File: src/rtl/syncgen.sv
// ---------------------------------------------------------------------------
// syncgen -- VGA raster timing generator
//
// Counts pixel clocks across each line and lines across each frame.
// From those counts it produces the sync pulses, the visible-area flag and a
// start-of-frame strobe for the renderers and the RGB output register.
// The default parameters give 640x480 @ 60 Hz from a 25 MHz pixel clock.
//
// Every output is a flop. The sync, enable and strobe flops are loaded from
// the *next* counter values, so they always line up with the HCNT/VCNT value
// shown on the same cycle.
//
// Optional build macro:
//   SYNCGEN_FRAME_CNT_EN  adds FRAME_CNT, a free-running 8-bit frame counter
//
// Ports:
//   PCK          in   1   pixel clock, sole clock
//   RST          in   1   asynchronous active-high reset
//   HCNT         out  10  horizontal position, 0..HPERIOD-1
//   VCNT         out  10  vertical position, 0..VPERIOD-1
//   HSYNC        out  1   horizontal sync, active low
//   VSYNC        out  1   vertical sync, active low
//   DISP_EN      out  1   high inside the visible area
//   FRAME_START  out  1   one-cycle pulse when the raster wraps to (0,0)
//   FRAME_CNT    out  8   frame counter (only with SYNCGEN_FRAME_CNT_EN)
// ---------------------------------------------------------------------------
module syncgen #(
  parameter int HPERIOD = 800,
  parameter int HACTIVE = 640,
  parameter int HFRONT  = 16,
  parameter int HWIDTH  = 96,
  parameter int VPERIOD = 525,
  parameter int VACTIVE = 480,
  parameter int VFRONT  = 10,
  parameter int VWIDTH  = 2
) (
  input  logic       PCK,
  input  logic       RST,
  output logic [9:0] HCNT,
  output logic [9:0] VCNT,
  output logic       HSYNC,
  output logic       VSYNC,
  output logic       DISP_EN,
  output logic       FRAME_START
`ifdef SYNCGEN_FRAME_CNT_EN
  ,
  output logic [7:0] FRAME_CNT
`endif
);

  // The counters are 10 bits wide, so larger timings cannot be represented.
  if (HPERIOD < 1 || HPERIOD > 1024 || VPERIOD < 1 || VPERIOD > 1024 ||
      HACTIVE + HFRONT + HWIDTH > HPERIOD ||
      VACTIVE + VFRONT + VWIDTH > VPERIOD) begin : g_param_check
    $error("syncgen: unsupported timing parameters");
  end

  localparam logic [9:0]  H_LAST   = 10'(HPERIOD - 1);
  localparam logic [9:0]  V_LAST   = 10'(VPERIOD - 1);
  // The thresholds get one extra bit so that an active width of exactly
  // 1024 still compares correctly against a zero-extended counter.
  localparam logic [10:0] H_VIS    = 11'(HACTIVE);
  localparam logic [10:0] V_VIS    = 11'(VACTIVE);
  localparam logic [10:0] HS_FIRST = 11'(HACTIVE + HFRONT);
  localparam logic [10:0] HS_LAST  = 11'(HACTIVE + HFRONT + HWIDTH - 1);
  localparam logic [10:0] VS_FIRST = 11'(VACTIVE + VFRONT);
  localparam logic [10:0] VS_LAST  = 11'(VACTIVE + VFRONT + VWIDTH - 1);

  logic        h_wrap;
  logic        v_wrap;
  logic [9:0]  h_next;
  logic [9:0]  v_next;
  logic [10:0] h_ext;
  logic [10:0] v_ext;
  logic        hsync_next;
  logic        vsync_next;
  logic        disp_next;
  logic        start_next;

  // Next-state counters and the outputs decoded from them. VCNT only moves
  // when the line wraps, so VSYNC can only change on cycles where HCNT is 0.
  // Reset leaves the counters at (0,0) without a wrap. That is why the
  // first pulse of FRAME_START comes only after a full counted frame.
  always_comb begin
    h_wrap     = (HCNT == H_LAST);
    v_wrap     = (VCNT == V_LAST);
    h_next     = h_wrap ? 10'd0 : HCNT + 10'd1;
    v_next     = VCNT;
    if (h_wrap) begin
      v_next = v_wrap ? 10'd0 : VCNT + 10'd1;
    end
    h_ext      = {1'b0, h_next};
    v_ext      = {1'b0, v_next};
    hsync_next = !((h_ext >= HS_FIRST) && (h_ext <= HS_LAST));
    vsync_next = !((v_ext >= VS_FIRST) && (v_ext <= VS_LAST));
    disp_next  = (h_ext < H_VIS) && (v_ext < V_VIS);
    start_next = h_wrap && v_wrap;
  end

  // Counter and output registers. On reset, the syncs go inactive (high) at
  // once and the raster restarts from (0,0).
  always_ff @(posedge PCK or posedge RST) begin
    if (RST) begin
      HCNT        <= 10'd0;
      VCNT        <= 10'd0;
      HSYNC       <= 1'b1;
      VSYNC       <= 1'b1;
      DISP_EN     <= 1'b0;
      FRAME_START <= 1'b0;
    end else begin
      HCNT        <= h_next;
      VCNT        <= v_next;
      HSYNC       <= hsync_next;
      VSYNC       <= vsync_next;
      DISP_EN     <= disp_next;
      FRAME_START <= start_next;
    end
  end

`ifdef SYNCGEN_FRAME_CNT_EN
  // Frame counter: it steps on the same edge that raises FRAME_START and
  // wraps naturally from 255 to 0.
  always_ff @(posedge PCK or posedge RST) begin
    if (RST) begin
      FRAME_CNT <= 8'd0;
    end else if (start_next) begin
      FRAME_CNT <= FRAME_CNT + 8'd1;
    end
  end
`else
  // No frame counter in this build.
`endif

endmodule
File: config.mk
export PLATFORM = sky130hd
export DESIGN_NAME = syncgen
export DESIGN_NICKNAME = d
export VERILOG_FILES = /design/src/rtl/syncgen.sv
export SDC_FILE = /design/constraint.sdc
export NUM_CORES = 1
export LEC_CHECK = 0
export BUFFER_PORTS_ARGS = -buffer_cell sky130_fd_sc_hd__clkbuf_2
export CAP_MARGIN = 20
export CORE_MARGIN = 3
export CORE_UTILIZATION = 57
export CTS_CLUSTER_SIZE = 40
export DETAILED_ROUTE_END_ITERATION = 8
export PLACE_DENSITY = 0.86
export SYNTH_ARGS = -nofsm -noshare
export SYNTH_HDL_FRONTEND = slang
export SYNTH_SLANG_ARGS = --single-unit
export TNS_END_PERCENT = 30
File: constraint.sdc
create_clock -name PCK -period 5.4 [get_ports PCK]
set_input_delay 0 -clock PCK [delete_from_list [all_inputs] [get_ports PCK]]
set_output_delay 0 -clock PCK [all_outputs]
set_load 0.02 [all_outputs]
==> results.md, run 1 <==
* Status: complete, no violations
* Least-Margin Pin Slew at 881 ps
* Antenna violations before repair at 0
* CP Launch Type: flip-flop
* Share of post-route cells with drive strength above 1 at 22.7%
* 1st-iter DRT viols at 38
* Gpl congestion at 0.907
* Cell Area, Synth at 1350 um^2
* RSZ-0062 raised after global routing: no
* Starting Density at 60.5%
* CP delay by family, top: simple AND/OR/NAND/NOR gates
* Top-level I/O count at 26
* Crit-path max FO at 9
* Die area at 2990 um^2
* Grt ovf at 0
* Yosys top cell by area: dfrtp_1
* Most common cell after layout, fill and taps aside: clkbuf_2
* HP Class: in2async
* Post-cts gate resize count at 0
* Drt first pass iters at 5
* Area grow syn2layout at 13.5%
* Post-route ant nets at 0
* DR WL/cell at 15.4 um
* Max Clk Rate at 448 MHz
* Synth warn at 0
* Setup TNS Final at 0 ps
* Critical path capture point type: flip-flop
* Period utilization at 41.3%
* Slowest cell delay on critical path at 550 ps
* CTS tree: done
* Most frequent cells in the layout: clkbuf_2 (25), dfrtp_1 (22), nand2_1 (14)
* CTS root buf: clkbuf_4
* Worst path cell trace: ha_1 -> and4_4 -> nand3_4 -> or4_4 -> a221oi_2 -> a211oi_1
* Worst IR Drop VDD at 0.166 mV
* Post-synth top area share at 40.7%
* Yosys reg bits at 24
* Core outline area at 2230 um^2
* Port Buffer Count at 25
* Routed WL at 2.93 mm
* Hold Slack at 378 ps
* Syn avg cell area at 9.94 um^2
* Post-DP HPWL at 2.18 mm
* Row count at 17
* Ys flop type: dfrtp_1
* Static leakage at 0.722 nW
* Vias per Instance at 6.16
* Max Root-Sink Buffers at 2
* Fin nets at 170
* Synthesized netlist net count at 142
* Final setup fails at 0
* First-pass GRT wire length at 4.95 mm
* Max_cap viols at 0
* Synth top area cells: dfrtp_1 (41%), dfstp_2 (3.9%), nand2_1 (3.9%)
* Hold Violations, Final at 0
* Reg2reg setup slack at 3170 ps
* Depth of the CTS H-tree at 1
* Clock transition at the registers of the reported paths at 130 ps
* Final Skew at 2.70 ps
* Ys async rst share at 100%
* Vias in the first global route at 1,115
* Via count at 1,176
* Synth Instances at 136
* # diodes at 0
* Total CTS buffers at 3
* Worst path buffer plus inverter count at 0
* Synth unique cells at 47
* DRC violations left at 0
* Post-synth EDFFs at 0
* Worst skew pair latency at 320 ps
* Die H at 54.7 um
* Largest net degree at the start of global routing at 25
* Fill cell count at 189
* Final Critical Period at 2230 ps
* CTS sink count at 24
* Crit path kind: reg2reg
* Sequential element share of the synthesized area at 44.6%
* GRT Overall Usage at 23.0%
* Die width at 54.7 um
* Slew margin rel. at 41.2%
* Final Util at 68.7%
* Slowest CP cell: or4_4
* WP data required at 5610 ps
* Max Slew Vio Count at 0
* CP arrival at 2440 ps
* Pwr Density at 182 nW/um^2
[synth_stat cells (4+ instances only)]
master   instances
nand3_1          7
ha_1             4
nand2_1         14
inv_1           12
nand4_1          6
xnor2_1          6
nor2_1           8
and3_1           4
dfrtp_1         22
o21ai_0          4
xor2_1           5
[per-layer routing]
metal / vias to the layer above / global-route usage (%) / part of all wire (%)
li1: 540 / - / -
met1: 565 / 29.9 / 41
met2: 60 / 36.8 / 49
met3: 11 / 2.72 / 6.7
met4: 0 / 12.4 / 3.2
met5: - / 0 / 0
[cell type report]
class / instances / area (um^2) / area share, %
repair buffers: 26 / 135 / 8.81
inverters: 12 / 45.0 / 2.94
flip-flops and latches: 24 / 603 / 39.3
well taps: 28 / 35.0 / 2.28
multi-input cells: 97 / 679 / 44.3
clock buffers: 4 / 36.3 / 2.37
[path summary, 6_finish.rpt]
kind                       startpoint  endpoint  depth (start not counted)
hold / removal                    RST   HCNT[0]                          3
setup reg to reg              HCNT[0]   DISP_EN                          6
max in group asynchronous         RST   HCNT[4]                          3
hold reg to reg               HCNT[0]   HCNT[0]                          1
min in group PCK              HCNT[0]   HCNT[0]                          1
setup / recovery              HCNT[0]   DISP_EN                          6
[logic make-up after synthesis]
group                      after synthesis  share of synthesized area, %
and+or+nand+nor                         63                          28.5
DFF                                     24                          44.6
AOI/OAI and AO/OA                       18                          10.2
buffers and inverters                   15                          5.09
xor gates and xnor gates                11                          7.13
adders and majority gates                4                          3.70
muxes                                    1                         0.741
[sequential cells by signal, summed over array words and instances (netlist names)]
| register | flops |
|---|---|
| HCNT | 10 |
| DISP_EN | 1 |
| VSYNC | 1 |
| FRAME_START | 1 |
| VCNT | 10 |
| HSYNC | 1 |
[through the flow]
| step | cell area (um^2) | setup WS [ps] | cells | total power [mW] |
|---|---|---|---|---|
| after floorplan | 1350 | 3230 | 136 | 0.186 |
| after global placement | 1490 | 3310 | 186 | 0.187 |
| after detailed placement | 1490 | 3220 | 186 | 0.187 |
| after CTS | 1530 | 3190 | 191 | 0.282 |
| after global routing | 1530 | 3050 | 191 | 0.289 |
| final | 1530 | 3170 | 191 | 0.280 |
[power breakdown]
group | leakage (nW) | internal, mW | switching, mW
Combinational | 0.392 | 0.000760 | 0.00343
Clock | 0.0210 | 0.0412 | 0.0545
Sequential | 0.309 | 0.180 | 0
Total | 0.722 | 0.222 | 0.0579
[what timing repair did]
action | 4_1_cts | 5_1_grt
setup endpoints to repair | 0 | 0
buffers inserted | 0 | 0
hold endpoints to repair | 22 | 0
hold buffers | 1 | 0
[worst min-delay path, delay by kind of cell]
family	cells	cell delay (ps)
buffers and inverters	3	1260
Note: power is estimated with default switching activity, not from simulation.
==> inputs of run 2 (changes only) <==
CORE_UTILIZATION = 54   (was 57)
PLACE_DENSITY = 0.82   (was 0.86)
clock period = 2.2 ns   (was 5.4 ns; I/O delays follow)
==> run 2 against run 1 <==
  * Sequential power grew 140%
  * Critical path depth is the same
  * Design area grew 5.9%
  * Critical endpoint is now VSYNC
==> results.md, run 2 (synthesized netlist as in run 1, its figures left out) <==
* Least-Margin Pin Slew at 865 ps
* DR WL/cell at 14.9 um
* Static leakage at 0.769 nW
* Most common cell after layout, fill and taps aside: clkbuf_2
* # diodes at 0
* Vias in the first global route at 1,047
* DP Worst Slack at 4.62 ps
* Vias per Instance at 5.75
* Max Root-Sink Buffers at 2
* Placed Instance Area at 1530 um^2
* Port Buffer Count at 25
* Top flop regs: HCNT (10), VCNT (10)
* Core outline area at 2300 um^2
* Power consumption at 0.776 mW
* CP Launch Point: HCNT[1]
* Pwr Density at 478 nW/um^2
* Fin nets at 178
* CTS root buf: clkbuf_4
* Max Slew Vio Count at 0
* First-pass GRT wire length at 4.89 mm
* Row count at 17
* Worst path cell trace: ha_4 -> and4_4 -> nand3_4 -> or4_4 -> a221oi_2 -> nand4_1
* Total CTS buffers at 3
* Antenna violations before repair at 0
* CP Launch Type: flip-flop
* Worst IR Drop VDD at 0.333 mV
* Depth of the CTS H-tree at 1
* Period utilization at 96.2%
* Share of post-route cells with drive strength above 1 at 27.5%
* Area grow syn2layout at 20.2%
* Post-Layout Cell Count at 199
* Worst skew pair latency at 330 ps
* Routed WL at 2.96 mm
* Most frequent cells in the layout: clkbuf_2 (25), dfrtp_1 (21), nand2_1 (14)
* Die area at 3140 um^2
* Area of the multi-input gates at 692 um^2
* Reg area at 604 um^2
* Critical path capture point type: flip-flop
* Crit path kind: reg2reg
* Slew margin rel. at 42.3%
* Cell internal pwr at 0.628 mW
* DRC violations left at 0
* Fin area at 1620 um^2
* Post-route ant nets at 0
* Post-placement cell count at 191
* Post-DP HPWL at 2.26 mm
* Die width at 56.0 um
* Top-level I/O count at 26
* Final Critical Period at 2120 ps
* Fill cell count at 184
* Hold Violations, Final at 0
* GRT Overall Usage at 19.5%
* 1st-iter DRT viols at 54
* Switching Power at 0.149 mW
* WP data required at 2450 ps
* Status: complete, no violations
* Sequential Power Share at 56.9%
* CTS tree: done
* Grt ovf at 0
* Max_cap viols at 0
* Starting Density at 58.8%
* Crit-path max FO at 9
* CTS sink count at 24
* Largest net degree at the start of global routing at 25
* Max Clk Rate at 473 MHz
* Clk pwr share at 41.8%
* Gpl congestion at 0.862
* CP delay by family, top: simple AND/OR/NAND/NOR gates
* Slowest cell delay on critical path at 560 ps
* CP arrival at 2360 ps
* Clock transition at the registers of the reported paths at 140 ps
* Die H at 56.0 um
* Drt first pass iters at 5
* Worst path buffer plus inverter count at 0
* Switching share of power at 19.1%
* Combinational power share at 1.3%
* Via count at 1,144
* Slowest CP cell: or4_4
* Worst r2r src: HCNT[1]
* Final Skew at 4.22 ps
* Final setup margin at 84.5 ps
* HP Class: in2async
* Final setup fails at 0
## run 2: cell count changes in the layout (fill, tap and decap cells not counted), sizes merged
cell    before  now
bufinv       0    1
buf          0    8
clkbuf      29   28
## run 2: final cells by class
class                           instances  share of cell area [%]
Clock buffer                            3                    1.39
Clock inverter                          1                    1.85
Inverter                               12                    2.77
Multi-Input combinational cell         97                    42.6
Sequential cell                        24                    37.2
Tap cell                               28                    2.16
Timing Repair Buffer                   34                    12.0
## run 2: worst paths after layout
kind / slack [ps] / endpoint / cells after the start
hold reg to reg: 590 / VCNT[9] / 1
setup reg to reg: 80 / VSYNC / 6
setup / recovery: 80 / VSYNC / 6
hold / removal: 360 / HCNT[8] / 3
max in group asynchronous: 1260 / HCNT[0] / 3
min in group PCK: 590 / VCNT[9] / 1
## run 2: worst register-to-register path: stages, from the launching register on
cell,delay [ps]
dfrtp_1,430
ha_4,180
and4_4,260
nand3_4,130
or4_4,560
a221oi_2,320
nand4_1,150
## run 2: repair_timing
| action | in CTS | in global routing |
|---|---|---|
| hold buffers | 1 | 0 |
| resized for setup | 1 | 2 |
| buffers inserted | 0 | 3 |
| hold endpoints to repair | 22 | 0 |
| endpoints found under the setup margin | 2 | 2 |
## run 2: layer usage
layer | GRT usage (%) | share of wire [%] | vias to the layer above
met2 | 31.9 | 48 | 39
met5 | 0 | 0 | -
met4 | 6.78 | 1.3 | 0
li1 | - | - | 561
met3 | 2.09 | 5.2 | 5
met1 | 26.8 | 46 | 539
## run 2: power groups by stage
| stage | Combinational, mW | Clock (mW) | Sequential (mW) |
|---|---|---|---|
| finish | 0.0101 | 0.325 | 0.441 |
| global route | 0.0123 | 0.346 | 0.442 |
| CTS | 0.0113 | 0.331 | 0.441 |
| detailed placement | 0.00994 | 0 | 0.450 |
| global placement | 0.00931 | 0 | 0.450 |
| floorplan | 0.00653 | 0 | 0.450 |
## run 2: through the flow
step | TNS [ps] | util [%] | hold slack, ps
2_1_floorplan | 0 | - | 13.1
3_3_place_gp | 0 | 66.4 | 196
3_5_place_dp | 0 | 66.4 | 226
4_1_cts | 0 | 69.2 | 412
5_1_grt | -0.771 | 70.7 | 444
6_report | 0 | 70.7 | 357
